`src/rtl/register_file_pkg.sv`:
```
// Uop package: register/value types shared by the pipeline, plus register-file
// constants and the init-sweep FSM state type.
package Uop;

  localparam int unsigned REG_W = 5;
  localparam int unsigned VAL_W = 32;

  typedef logic [REG_W-1:0] reg_t;
  typedef logic [VAL_W-1:0] val_t;

  localparam int unsigned NUM_REGS = 2 ** $bits(reg_t);

  typedef enum logic {
    RF_INIT,
    RF_RUN
  } rf_state_t;

  // True when a register index names the last entry of the array.
  function automatic logic is_last_reg(input reg_t idx);
    return idx == reg_t'(NUM_REGS - 1);
  endfunction

endpackage

```
`src/rtl/regfile_write_if.sv`:
```
// Writeback-to-register-file write channel. The register file is the Server end.
interface regfile_write_if;
  import Uop::*;

  logic en;
  reg_t addr;
  val_t val;

  modport Server (input en, addr, val);
  modport Client (output en, addr, val);

endinterface

```
`src/rtl/regfile_init_sweep.sv`:
```
// Post-reset clearing sequencer for the register file. Walks every register
// index once after reset, then parks in RUN until the next reset.
module regfile_init_sweep
  import Uop::*;
(
  input  logic clk,
  input  logic rst,
  output logic ready,
  output logic sweep_en,
  output reg_t sweep_idx
);

  rf_state_t state;

  // Sweep FSM: one register cleared per cycle, RUN entered on the last one.
  always_ff @(posedge clk or negedge rst) begin
    if (!rst) begin
      state     <= RF_INIT;
      sweep_idx <= '0;
      sweep_en  <= 1'b1;
      ready     <= 1'b0;
    end else begin
      case (state)
        RF_INIT: begin
          if (is_last_reg(sweep_idx)) begin
            state     <= RF_RUN;
            sweep_idx <= '0;
            sweep_en  <= 1'b0;
            ready     <= 1'b1;
          end else begin
            sweep_idx <= sweep_idx + reg_t'(1);
          end
        end
        RF_RUN: begin
          state <= RF_RUN;
        end
        default: begin
          state     <= RF_INIT;
          sweep_idx <= '0;
          sweep_en  <= 1'b1;
          ready     <= 1'b0;
        end
      endcase
    end
  end

endmodule

```
`src/rtl/register_file.sv`:
```
// Architectural register file: one write port (writeback), NUM_READ_PORTS
// combinational read ports, hardware clear sweep after reset.
// Optional build macro: REGFILE_WRITE_THROUGH_EN forwards a same-cycle write
// to any read port addressing the same register.
module register_file
  import Uop::*;
#(
  parameter int unsigned NUM_READ_PORTS = 2,
  parameter int unsigned HARDWIRE_X0    = 1
) (
  input  logic                   clk,
  input  logic                   rst,
  regfile_write_if.Server        write0,
  input  reg_t                   rAddr [NUM_READ_PORTS],
  output val_t                   rVal  [NUM_READ_PORTS],
  output logic                   ready,
  output logic                   dropErr
);

  localparam bit X0_ZERO = (HARDWIRE_X0 != 0);

  val_t regs [NUM_REGS];

  logic sweep_en;
  reg_t sweep_idx;

  logic wr_ok;
  logic arr_we;
  reg_t arr_waddr;
  val_t arr_wdata;

  regfile_init_sweep u_sweep (
    .clk       (clk),
    .rst       (rst),
    .ready     (ready),
    .sweep_en  (sweep_en),
    .sweep_idx (sweep_idx)
  );

  // A write is architecturally visible only in RUN and when not aimed at a hardwired x0.
  assign wr_ok = ready && write0.en && !(X0_ZERO && (write0.addr == '0));

  // Single array write port: sweep clear has priority, otherwise the writeback port.
  always_comb begin
    arr_we    = 1'b0;
    arr_waddr = write0.addr;
    arr_wdata = write0.val;
    if (sweep_en) begin
      arr_we    = 1'b1;
      arr_waddr = sweep_idx;
      arr_wdata = '0;
    end else if (wr_ok) begin
      arr_we = 1'b1;
    end
  end

  // Storage array, deliberately not reset; the sweep defines its contents.
  always_ff @(posedge clk) begin
    if (arr_we) begin
      regs[arr_waddr] <= arr_wdata;
    end
  end

  // Sticky flag for writeback attempts that arrive before the sweep finishes.
  always_ff @(posedge clk or negedge rst) begin
    if (!rst) begin
      dropErr <= 1'b0;
    end else if (!ready && write0.en) begin
      dropErr <= 1'b1;
    end
  end

  // Read ports: zero during the sweep and for hardwired x0, optional write forwarding.
  always_comb begin
    for (int i = 0; i < int'(NUM_READ_PORTS); i++) begin
      rVal[i] = '0;
      if (ready) begin
        if (X0_ZERO && (rAddr[i] == '0)) begin
          rVal[i] = '0;
`ifdef REGFILE_WRITE_THROUGH_EN
        end else if (wr_ok && (write0.addr == rAddr[i])) begin
          rVal[i] = write0.val;
`endif
        end else begin
          rVal[i] = regs[rAddr[i]];
        end
      end
    end
  end

endmodule

```
`src/flat_wrapper.sv`:
```
// flat-port wrapper written by rule: the top's interface ports become plain ports
module register_file_flat import Uop::*;
#(
  parameter int unsigned NUM_READ_PORTS = 2,
  parameter int unsigned HARDWIRE_X0    = 1
)
  (clk, rst, rAddr, rVal, ready, dropErr, write0_en, write0_addr, write0_val);
  regfile_write_if write0_i ();
  input  logic clk;
  input  logic rst;
  input  reg_t rAddr[NUM_READ_PORTS];
  output val_t rVal[NUM_READ_PORTS];
  output logic ready;
  output logic dropErr;
  input wire logic [$bits(write0_i.en)-1:0] write0_en;
  input wire logic [$bits(write0_i.addr)-1:0] write0_addr;
  input wire logic [$bits(write0_i.val)-1:0] write0_val;
  assign write0_i.en = write0_en;
  assign write0_i.addr = write0_addr;
  assign write0_i.val = write0_val;
  register_file #(.NUM_READ_PORTS(NUM_READ_PORTS), .HARDWIRE_X0(HARDWIRE_X0)) u_core (.clk(clk), .rst(rst), .write0(write0_i), .rAddr(rAddr), .rVal(rVal), .ready(ready), .dropErr(dropErr));
endmodule
```
`config.mk`:
```
export PLATFORM = sky130hd
export DESIGN_NAME = register_file_flat
export DESIGN_NICKNAME = d
export VERILOG_FILES = /design/src/rtl/register_file_pkg.sv /design/src/rtl/regfile_write_if.sv /design/src/rtl/regfile_init_sweep.sv /design/src/rtl/register_file.sv /design/src/flat_wrapper.sv
export SDC_FILE = /design/constraint.sdc
export NUM_CORES = 1
export LEC_CHECK = 0
export CAP_MARGIN = 20
export CORE_ASPECT_RATIO = 1.5
export CORE_UTILIZATION = 64
export DETAILED_ROUTE_END_ITERATION = 12
export DONT_BUFFER_PORTS = 1
export PLACE_DENSITY_LB_ADDON = 0.1
export SETUP_SLACK_MARGIN = 0.02
export SLEW_MARGIN = 30
export SYNTH_ARGS = -nofsm -noshare
export SYNTH_HDL_FRONTEND = slang
export SYNTH_SLANG_ARGS = --single-unit
```
`constraint.sdc`:
```
create_clock -name clk -period 3.55 [get_ports clk]
set_input_delay 0.71 -clock clk [delete_from_list [all_inputs] [get_ports clk]]
set_output_delay 0.71 -clock clk [all_outputs]
set_load 0.01 [all_outputs]
```
==> flow_summary.ini <==
[routing]
viasPerCell = 7.68
vias = 29408
top_layer_used = met5
met3_length_mm = 13.5
routedWlPerCell_um = 36.1
wl_mm = 138
drtAntennaViolNets = 0
met1_length_mm = 48.2
drc = 0
drt_pass1_iterations = 7
wl_met2_mm = 68.9
drtIter0Drc = 3623

[yosys]
mappedNetlistNets = 2912
synth_area_sq_um = 47100
postSynthAreaPerCell_sq_um = 16.5
synthDistinctLibCells = 43
seq_area_frac_synth = 0.637
yosys_most_used_dff = edfxtp_1
synthCells = 2860
ys_seq_elements = 1001
yosys_warnings = 0
synth_edf_count = 992
async_flop_share = 0.00899

[critical_path]
cp.depth = 5
critPathCapture = rVal[46]
crit_family = simple AND/OR/NAND/NOR gates
worst-endpoint-required_ps = 2840
slowest_stage = dfrtp_2
reg2reg_slack_ps = 610
slowest_delay_ps = 550
cp_cell_sequence = or3b_2 -> buf_12 -> a221oi_2 -> a22oi_1 -> nand4_1
crit_path_end_kind = output pin
critical_path_class = reg2out
startpoint_type = register
r2r-end = u_core.regs[18][23]
cp_max_fo = 32
worstSetupStartpoint = u_core.u_sweep.ready
crit_arrival_ps = 2720
cp_num_buf_inv = 1
r2r_cells = 4
r2r-start = u_core.u_sweep.sweep_en

[global_routing]
grt_antenna_before_repair = 8
grt_pass1_wl_mm = 198
grt_start_max_net_pins = 355
grt_usage = 0.372
gr-total-overflow = 0
grt_pass1_vias = 30362

[sta]
fin_setup_tns_ps = 0
worst_pin_slew_ps = 1070
max_freq_mhz = 292
final_min_period_over_clock_period = 0.966
rsz0062_at_grt = false
max-slew-margin-rel = 0.287
setup_viol = 0
fin_worst_skew_ps = 17.5
hold_violations = 0
fin_crit_ps = 3430
slew_violations = 0
holdWs_ps = 168

[placement]
dp_hpwl_mm = 76.2
portBuffers = 0
gp_congestion = 0.892

[layout]
fin_util = 0.708
drive_above_1_share = 0.195
fillers = 4593
syn_to_final_growth_pct = 9.31
fin_nets = 2891

[power_and_ir_drop]
ir_drop_v = 0.000506
power_per_cell_area_nw_per_um2 = 476
leakagePower_uw = 0.0175

[flow_run]
maxCapViolCount = 0

[floorplanning]
core_area_sq_um = 72700
die_x_um = 223
io_pins = 116
rows = 121
start_util = 0.648
die_h_um = 334
die_area_sq_um = 74700

[hold_path]
hold_class = in2reg

[clock_tree]
clkLatencyLatePin_ps = 670
clk_path_buf_depth = 3
cts_tree = built
cts_buffers = 91
clkTransAtPathRegs_ps = 60
ctsHtreeMaxLevel = 3
cts.sinks = 1001
clock-root-buffer = clkbuf_16

[status]
outcome = completed
state kept, by name (all words and copies together), names as in the netlist:
signal / flops
u_core.regs: 992
u_core.u_sweep.sweep_idx: 5
u_core.dropErr: 1
u_core.u_sweep.ready: 1
u_core.u_sweep.state: 1
u_core.u_sweep.sweep_en: 1
report_power, final:
part	internal, uW	total, uW	switching, uW
clock	5370	9640	4270
sequential	13100	13100	33.7
combinational	718	1760	1040
total	19200	24500	5340
synth_stat cells (all sizes together) (2+ instances only):
master	count	area share
clkbuf	64	0.0051
edfxtp	992	0.63
mux2	3	0.00072
inv	8	0.00064
a221oi	64	0.020
nor3	4	0.00043
buf	169	0.023
ha	2	0.00053
nand2b	5	0.00066
nand4	64	0.0085
or3b	6	0.0011
and2	4	0.00053
o32ai	4	0.00074
nand2	143	0.011
and3	2	0.00027
nor2b	35	0.0046
and2b	2	0.00032
or2	3	0.00040
mux2i	577	0.12
o21ai	68	0.0072
nand3b	5	0.00080
a22oi	192	0.031
a32oi	2	0.00037
mux4	192	0.092
nand3	2	0.00021
o22ai	192	0.026
dfrtp	8	0.0043
nor2	40	0.0032
a21oi	2	0.00021
worst min path at each step:
stage               slack (ps)  cells past startpoint                     endpoint       from
floorplan                  410                      0               u_core.dropErr        rst
global placement           410                      0               u_core.dropErr        rst
detailed placement         410                      0  u_core.u_sweep.sweep_idx[1]        rst
CTS                        150                      1               u_core.dropErr  write0_en
global route               160                      1               u_core.dropErr  write0_en
finish                     170                      1               u_core.dropErr  write0_en
per-layer routing:
layer | global-route usage | vias to the layer above
met1 | 0.459 | 15140
li1 | - | 11840
met2 | 0.618 | 1933
met4 | 0.206 | 12
met5 | 0 | -
met3 | 0.0748 | 483
through the flow:
step / setup WS (ps) / std cells / power [uW] / cell area, sq um
after global routing: 55.6 / 3830 / 25000 / 51500
after floorplan: 412 / 2860 / 14800 / 47100
after detailed placement: 414 / 3667 / 15100 / 48600
after CTS: 136 / 3830 / 24500 / 51400
final: 121 / 3831 / 24500 / 51500
after global placement: 442 / 3667 / 15000 / 48600
timing repair:
item / CTS / global route
endpoints found under the setup margin: 12 / 0
hold buffers: 1 / 0
setup buffers: 0 / 0
resized for setup: 1 / 0
hold endpoints to repair: 9 / 0
layout by cell type, fill, tap and decap left out, types with 5 or more instances in the layout:
| master | instances |
|---|---|
| a221oi_2 | 60 |
| a22oi_1 | 192 |
| buf_12 | 28 |
| buf_4 | 90 |
| bufinv_16 | 7 |
| clkbuf_1 | 20 |
| clkbuf_16 | 95 |
| clkinv_1 | 26 |
| clkinv_2 | 10 |
| dfrtp_1 | 7 |
| edfxtp_1 | 992 |
| inv_1 | 7 |
| mux2i_1 | 577 |
| mux4_2 | 188 |
| nand2_1 | 143 |
| nand3b_1 | 5 |
| nand4_1 | 64 |
| nor2_4 | 36 |
| nor2b_1 | 15 |
| nor2b_2 | 5 |
| nor2b_4 | 15 |
| o21ai_0 | 49 |
| o21ai_1 | 19 |
| o22ai_1 | 192 |
| or3b_2 | 6 |
cells by family after synthesis:
kind of cell | count (synthesis) | share of synthesized area
AO/OA/AOI/OAI | 526 | 0.0848
adder cells (fa/ha/maj) | 2 | 0.000531
buffers and inverters | 241 | 0.0288
flip-flops | 1001 | 0.637
multiplexers | 772 | 0.215
AND/OR/NAND/NOR | 318 | 0.0331
worst reg2reg max path: stages, from the launching register on:
cell and delay (ps):
dfstp_2 850, mux2i_1 450, nand2_1 370, nor2_4 630, buf_12 310
area by class of cell:
cell class              instances  area (sq um)  share of cell area
flip-flops and latches       1001         30000               0.583
clock inverters                47           390             0.00758
diodes                          1          2.50           0.0000486
inverters                       8          30.0            0.000583
clock buffers                 115          2450              0.0476
well taps                     922          1150              0.0224
repair buffers                119          1250              0.0242
multi-input cells            1618         16200               0.315
(Power assumes the default switching activity.)
